File: src/rtl/dcache_wt.sv
// dcache_wt: direct-mapped, write-through, no-write-allocate data cache with big-endian line refill.
// Optional hit/miss counters are compiled in when DCACHE_STATS_EN is defined.
module dcache_wt #(
    parameter int unsigned ADDRESS_WIDTH = 32,
    parameter int unsigned DATA_WIDTH    = 32,
    parameter int unsigned SETS          = 16,
    parameter int unsigned LINE_WORDS    = 4
) (
    input  logic                     clk,
    input  logic                     rst,
    input  logic                     re,
    input  logic                     we,
    input  logic                     ByteOp,
    input  logic [ADDRESS_WIDTH-1:0] Address,
    input  logic [DATA_WIDTH-1:0]    WriteData,
    output logic [DATA_WIDTH-1:0]    ReadData,
    output logic                     Stall,
    output logic                     mem_we,
    output logic                     mem_ByteOp,
    output logic [ADDRESS_WIDTH-1:0] mem_Address,
    output logic [DATA_WIDTH-1:0]    mem_WriteData,
    input  logic [DATA_WIDTH-1:0]    mem_ReadData
`ifdef DCACHE_STATS_EN
    ,
    output logic [31:0]              hit_count,
    output logic [31:0]              miss_count
`endif
);

    localparam int unsigned BYTES = DATA_WIDTH / 8;
    localparam int unsigned OW    = $clog2(BYTES);
    localparam int unsigned WW    = $clog2(LINE_WORDS);
    localparam int unsigned IW    = $clog2(SETS);
    localparam int unsigned TW    = ADDRESS_WIDTH - OW - WW - IW;
    localparam int unsigned SW    = $clog2(DATA_WIDTH);

    typedef enum logic {IDLE, REFILL} state_e;

    state_e                  state_q, state_d;
    logic [WW-1:0]           cnt_q, cnt_d;
    logic [SETS-1:0]         valid_q, valid_d;
    logic [TW-1:0]           tag_q  [SETS];
    logic [DATA_WIDTH-1:0]   data_q [SETS][LINE_WORDS];

    logic                    data_we;
    logic [WW-1:0]           data_word;
    logic [DATA_WIDTH-1:0]   data_d;
    logic                    tag_we;

    logic [OW-1:0]           off;
    logic [WW-1:0]           word;
    logic [IW-1:0]           index;
    logic [TW-1:0]           tag;
    logic                    hit;
    logic [DATA_WIDTH-1:0]   sel_word;
    logic [SW-1:0]           lane_sh;
    logic [7:0]              sel_byte;
    logic [DATA_WIDTH-1:0]   merged_word;

    assign off   = Address[OW-1:0];
    assign word  = Address[OW +: WW];
    assign index = Address[OW+WW +: IW];
    assign tag   = Address[ADDRESS_WIDTH-1 -: TW];

    // Byte lane 0 lives in the most significant byte of the word.
    assign hit         = valid_q[index] && (tag_q[index] == tag);
    assign sel_word    = data_q[index][word];
    assign lane_sh     = SW'((BYTES - 1 - 32'(off)) * 8);
    assign sel_byte    = 8'(sel_word >> lane_sh);
    assign merged_word = (sel_word & ~(DATA_WIDTH'(8'hFF) << lane_sh))
                       | (DATA_WIDTH'(WriteData[7:0]) << lane_sh);

    // State register, refill counter and valid bits.
    always_ff @(posedge clk or posedge rst) begin
        if (rst) begin
            state_q <= IDLE;
            cnt_q   <= '0;
            valid_q <= '0;
        end else begin
            state_q <= state_d;
            cnt_q   <= cnt_d;
            valid_q <= valid_d;
        end
    end

    // Tag and data arrays carry no reset; valid bits qualify them.
    always_ff @(posedge clk) begin
        if (tag_we) tag_q[index] <= tag;
        if (data_we) data_q[index][data_word] <= data_d;
    end

    // Next-state logic.
    always_comb begin
        state_d = state_q;
        case (state_q)
            IDLE:   if (re && !we && !hit) state_d = REFILL;
            REFILL: if (cnt_q == WW'(LINE_WORDS - 1)) state_d = IDLE;
        endcase
    end

    // Outputs and array updates; the miss cycle in IDLE already fetches word 0.
    always_comb begin
        ReadData      = '0;
        Stall         = 1'b0;
        mem_we        = 1'b0;
        mem_ByteOp    = 1'b0;
        mem_Address   = '0;
        mem_WriteData = '0;
        cnt_d         = cnt_q;
        valid_d       = valid_q;
        data_we       = 1'b0;
        data_word     = word;
        data_d        = mem_ReadData;
        tag_we        = 1'b0;
        if (!rst) begin
            case (state_q)
                IDLE: begin
                    if (we) begin
                        mem_we        = 1'b1;
                        mem_ByteOp    = ByteOp;
                        mem_Address   = Address;
                        mem_WriteData = WriteData;
                        if (hit) begin
                            data_we = 1'b1;
                            data_d  = ByteOp ? merged_word : WriteData;
                        end
                    end else if (re) begin
                        if (hit) begin
                            ReadData = ByteOp ? DATA_WIDTH'(sel_byte) : sel_word;
                        end else begin
                            Stall       = 1'b1;
                            mem_Address = {tag, index, {WW{1'b0}}, {OW{1'b0}}};
                            data_we     = 1'b1;
                            data_word   = '0;
                            cnt_d       = WW'(1);
                        end
                    end
                end
                REFILL: begin
                    Stall       = 1'b1;
                    mem_Address = {tag, index, cnt_q, {OW{1'b0}}};
                    data_we     = 1'b1;
                    data_word   = cnt_q;
                    cnt_d       = cnt_q + WW'(1);
                    if (cnt_q == WW'(LINE_WORDS - 1)) begin
                        valid_d[index] = 1'b1;
                        tag_we         = 1'b1;
                    end
                end
            endcase
        end
    end

`ifdef DCACHE_STATS_EN
    logic [31:0] hit_cnt_q, hit_cnt_d, miss_cnt_q, miss_cnt_d;

    // Saturating load hit/miss counters.
    always_comb begin
        hit_cnt_d  = hit_cnt_q;
        miss_cnt_d = miss_cnt_q;
        if (state_q == IDLE && re && !we) begin
            if (hit && hit_cnt_q != 32'hFFFF_FFFF) hit_cnt_d = hit_cnt_q + 32'd1;
            if (!hit && miss_cnt_q != 32'hFFFF_FFFF) miss_cnt_d = miss_cnt_q + 32'd1;
        end
    end

    always_ff @(posedge clk or posedge rst) begin
        if (rst) begin
            hit_cnt_q  <= '0;
            miss_cnt_q <= '0;
        end else begin
            hit_cnt_q  <= hit_cnt_d;
            miss_cnt_q <= miss_cnt_d;
        end
    end

    assign hit_count  = hit_cnt_q;
    assign miss_count = miss_cnt_q;
`endif

    // Core protocol checks.
    a_no_re_we: assert property (@(posedge clk) disable iff (rst) !(re && we))
        else $error("dcache_wt: re and we asserted together");
    a_stall_hold: assert property (@(posedge clk) disable iff (rst)
        Stall |=> $stable({re, we, ByteOp, Address, WriteData}))
        else $error("dcache_wt: request inputs changed while stalled");

endmodule

File: config.mk
export PLATFORM = sky130hd
export DESIGN_NAME = dcache_wt
export DESIGN_NICKNAME = d
export VERILOG_FILES = /design/src/rtl/dcache_wt.sv
export SDC_FILE = /design/constraint.sdc
export NUM_CORES = 2
export LEC_CHECK = 0
export CORE_UTILIZATION = 30
export DETAILED_ROUTE_END_ITERATION = 6
export PLACE_DENSITY = 0.48
export SETUP_SLACK_MARGIN = 0.1
export SYNTH_ARGS = -nofsm -noshare
export SYNTH_HDL_FRONTEND = slang
export SYNTH_SLANG_ARGS = --single-unit
export TNS_END_PERCENT = 10
File: constraint.sdc
create_clock -name clk -period 14.5 [get_ports clk]
set_input_delay 2.9 -clock clk [delete_from_list [all_inputs] [get_ports clk]]
set_output_delay 2.9 -clock clk [all_outputs]
set_load 0.005 [all_outputs]
==> impl_metrics.toml <==
[yosys]
synth-seq-area-share = 0.7624
async_flop_share = 0.007752
synth_ff_type = "edfxtp_1"
yosys.cell_count.top_type = "edfxtp_1"
yosys_warnings = 0
synth.area.top_cells = "edfxtp_1 (76%), mux4_2 (17%), mux2i_1 (0.98%)"
synthCells = 4192
yosys.area.top_type = "edfxtp_1"
synth-seq-cells = 2451
synth_top_area_frac = 0.7575
syn_nets = 4294
synth_commonest_cells = "edfxtp_1 (2432), mux4_2 (729), clkbuf_1 (139)"
avgSynthCellArea_sq_um = 23.00
yosysUniqueCellTypes = 74
synth_edf_count = 2432
syn_area_sq_um = 96410

[drt]
dr.pass1.iters = 6
finalWirelength_um = 285800
drc = 0
wl_per_cell_um = 31.55
drt_iter0_markers = 4792
final_antenna_net_count = 0
num_vias = 47064
viasPerCell = 5.194

[clock_network]
htree_num_levels = 5
cts_sinks = 2451
cts_tree = "yes"
clk_path_buf_depth = 4
cts_buffers = 271
worstSkewPairLatency_ns = 0.87
clkTransAtPathRegs_ns = 0.06
cts-resized-gates = 0
cts_hold_buf = 0
postCtsSetupBuffers = 0
root_buffer = "clkbuf_16"

[power]
ir_drop_uv = 91.61
seqPwrFrac = 0.511
power_density_nw_per_um2 = 137.5
power.share.clock = 0.417
leakage_nw = 34.47
switchingPower_mw = 3.514
switching_share = 0.2270
pwr-share-comb = 0.072
power_mw = 15.48
p_int_mw = 11.97

[timing]
max_freq_mhz = 82.54
slew_headroom = 0.1398
fin_crit_sh = 0.8356
worstMarginPinSlew_ns = 1.290
hold_viol = 0
finalSetupViolations = 0
finClkSkew_ns = 0.06801
final.min_clock_period_ns = 12.12
setup_tns_ns = 0
rsz0062_at_grt = "no"
slew_violations = 0

[setup_path]
critPathTopFamily = "buffers and inverters"
r2r_slack_ns = 8.87
critPathBufInv = 5
crit_type = "in -> out"
slowest_stage = "buf_4"
reg2reg_depth = 11
critPathArrivalTime_ns = 9.22
r2r-start = "tag_q[3][3]"
r2r-end = "data_q[10][99]"
cp.depth = 10
crit_chain = "buf_8, buf_4, buf_4, buf_4, mux4_2, mux4_2, mux4_2, o22ai_1, a211oi_1, clkdlybuf4s50_1"
cp.required_ns = 11.60
max_stage_delay_ns = 0.81
cp-start-kind = "input pin"
critPathMaxFanout = 96
end_kind = "output port"

[die]
ios = 200
rows = 207
die_y_um = 568.9
design.core.area_sq_um = 318800
die_area_sq_um = 323600
die_w_um = 568.9
start_util = 0.3024

[placement]
placedCellCount = 8589
port_buffers = 199
dpl-instance-area_sq_um = 104500
dp_hpwl_um = 154300
globalplace.congestion = 0.7832

[global_routing]
grt_usage = 0.1749
antenna_found_initial = 20
grt_pass1_wl_um = 396100
overflow = 0
grt_start_max_net_pins = 143
grt_pass1_vias = 48040

[job]
cap_violations = 0

[outcome]
outcome = "complete, no violations"

[worst_hold_path]
hp-start = "valid_q[10]"
hold_end = "valid_q[10]"
holdPathStages = 1
hold_class = "reg -> reg"

[final_layout]
fin_area_sq_um = 112600
syn2layout_area_growth_pct = 16.79
layout-drive-gt1-share = 0.2922
stdcell_count = 9061
nets = 4680
[per-stage QoR]
step	hold slack (ns)	utilization	setup WS [ns]
2_1_floorplan	0.4334	-	4.783
6_report	0.4688	0.3532	2.384
5_1_grt	0.4889	0.3531	2.253
4_1_cts	0.4682	0.3531	2.403
3_5_place_dp	0.4521	0.3277	2.375
3_3_place_gp	0.4456	0.3277	2.403
[state kept, by name, indices dropped and copies added (netlist names)]
name	flops
cnt_q	2
state_q	1
valid_q	16
tag_q	384
data_q	2048
[power by group through the flow]
stage          sequential, mW  combinational, mW  clock (mW)
3_5_place_dp             8.06               1.13           0
2_1_floorplan            8.05              0.625           0
3_3_place_gp             8.05               1.12           0
4_1_cts                  7.91               1.13        6.62
6_report                 7.91               1.12        6.46
5_1_grt                  7.91               1.18        6.87
[worst reg2reg max path: stages, from the launching register on]
cell,delay (ns)
edfxtp_1,0.35
mux4_1,0.51
mux4_2,0.50
xnor2_1,0.40
o311ai_1,0.20
a2111o_1,0.43
nor3_2,0.28
buf_4,0.32
a31oi_4,0.11
buf_4,0.28
a211oi_4,1.01
buf_4,0.78
[metal layers]
layer  track usage  vias up  share of wire
met1        0.2434    26344           0.43
met4       0.04216        4          0.021
met5             0        -       0.000059
met2        0.2848     1655           0.48
met3       0.02994      333          0.066
li1              -    18728              -
[logic make-up after synthesis]
| group | Yosys count | share of synthesized area |
|---|---|---|
| AO/OA/AOI/OAI | 165 | 0.01246 |
| XOR/XNOR | 28 | 0.002544 |
| adder cells (fa/ha/maj) | 1 | 0.0001298 |
| buffers and inverters | 265 | 0.01289 |
| flip-flops | 2451 | 0.7624 |
| multiplexers | 883 | 0.1879 |
| AND/OR/NAND/NOR | 399 | 0.02167 |
[how the worst max path moves through the flow]
stage / start / slack (ns) / endpoint
after CTS: Address[5] / 2.40 / ReadData[3]
final: Address[5] / 2.38 / ReadData[3]
after global routing: Address[5] / 2.25 / ReadData[3]
after detailed placement: Address[5] / 2.37 / ReadData[3]
after global placement: Address[5] / 2.40 / ReadData[3]
after floorplan: Address[5] / 4.78 / data_q[10][64]
[final cells by class]
class / instances / area, sq um
timing repair buffer: 353 / 3208
antenna: 13 / 32.53
inverter: 25 / 101.3
sequential: 2451 / 73510
clock buffer: 342 / 7154
fill: 29414 / 206200
tap: 4284 / 5360
multi-input combinational: 1476 / 22300
clock inverter: 117 / 940.9
[layout by cell type (no fill, tap or decap), drive strengths merged, types with 5 or more instances in the layout]
cell type      synthesis  final
nand3                 19     19
o21ai                  5      5
o22ai                 15     15
clkinv                 0     86
nor2b                  8      8
xnor2                 11     11
nor4                  31     31
or2                   18     18
nor2                  69     69
and2                  65     65
nor3b                 18     18
nand2                115    115
bufinv                 0     10
a22o                   6      6
and4bb                 6      6
mux4                 734    734
inv                   25     42
a21boi                 9      9
o221ai                 5      5
a221oi                10     10
and3                   7      7
a21oi                 21     21
clkdlybuf4s50          0    191
clkbuf               140    342
a22oi                 22     22
mux2i                 94     94
a211oi                18     18
diode                  0     13
xor2                  17     17
edfxtp              2432   2432
nor4b                  6      6
dfrtp                 19     19
a31oi                 27     27
nor3                  23     23
buf                  100    162
mux2                  55     55
Power figures use the tool's default switching activity.
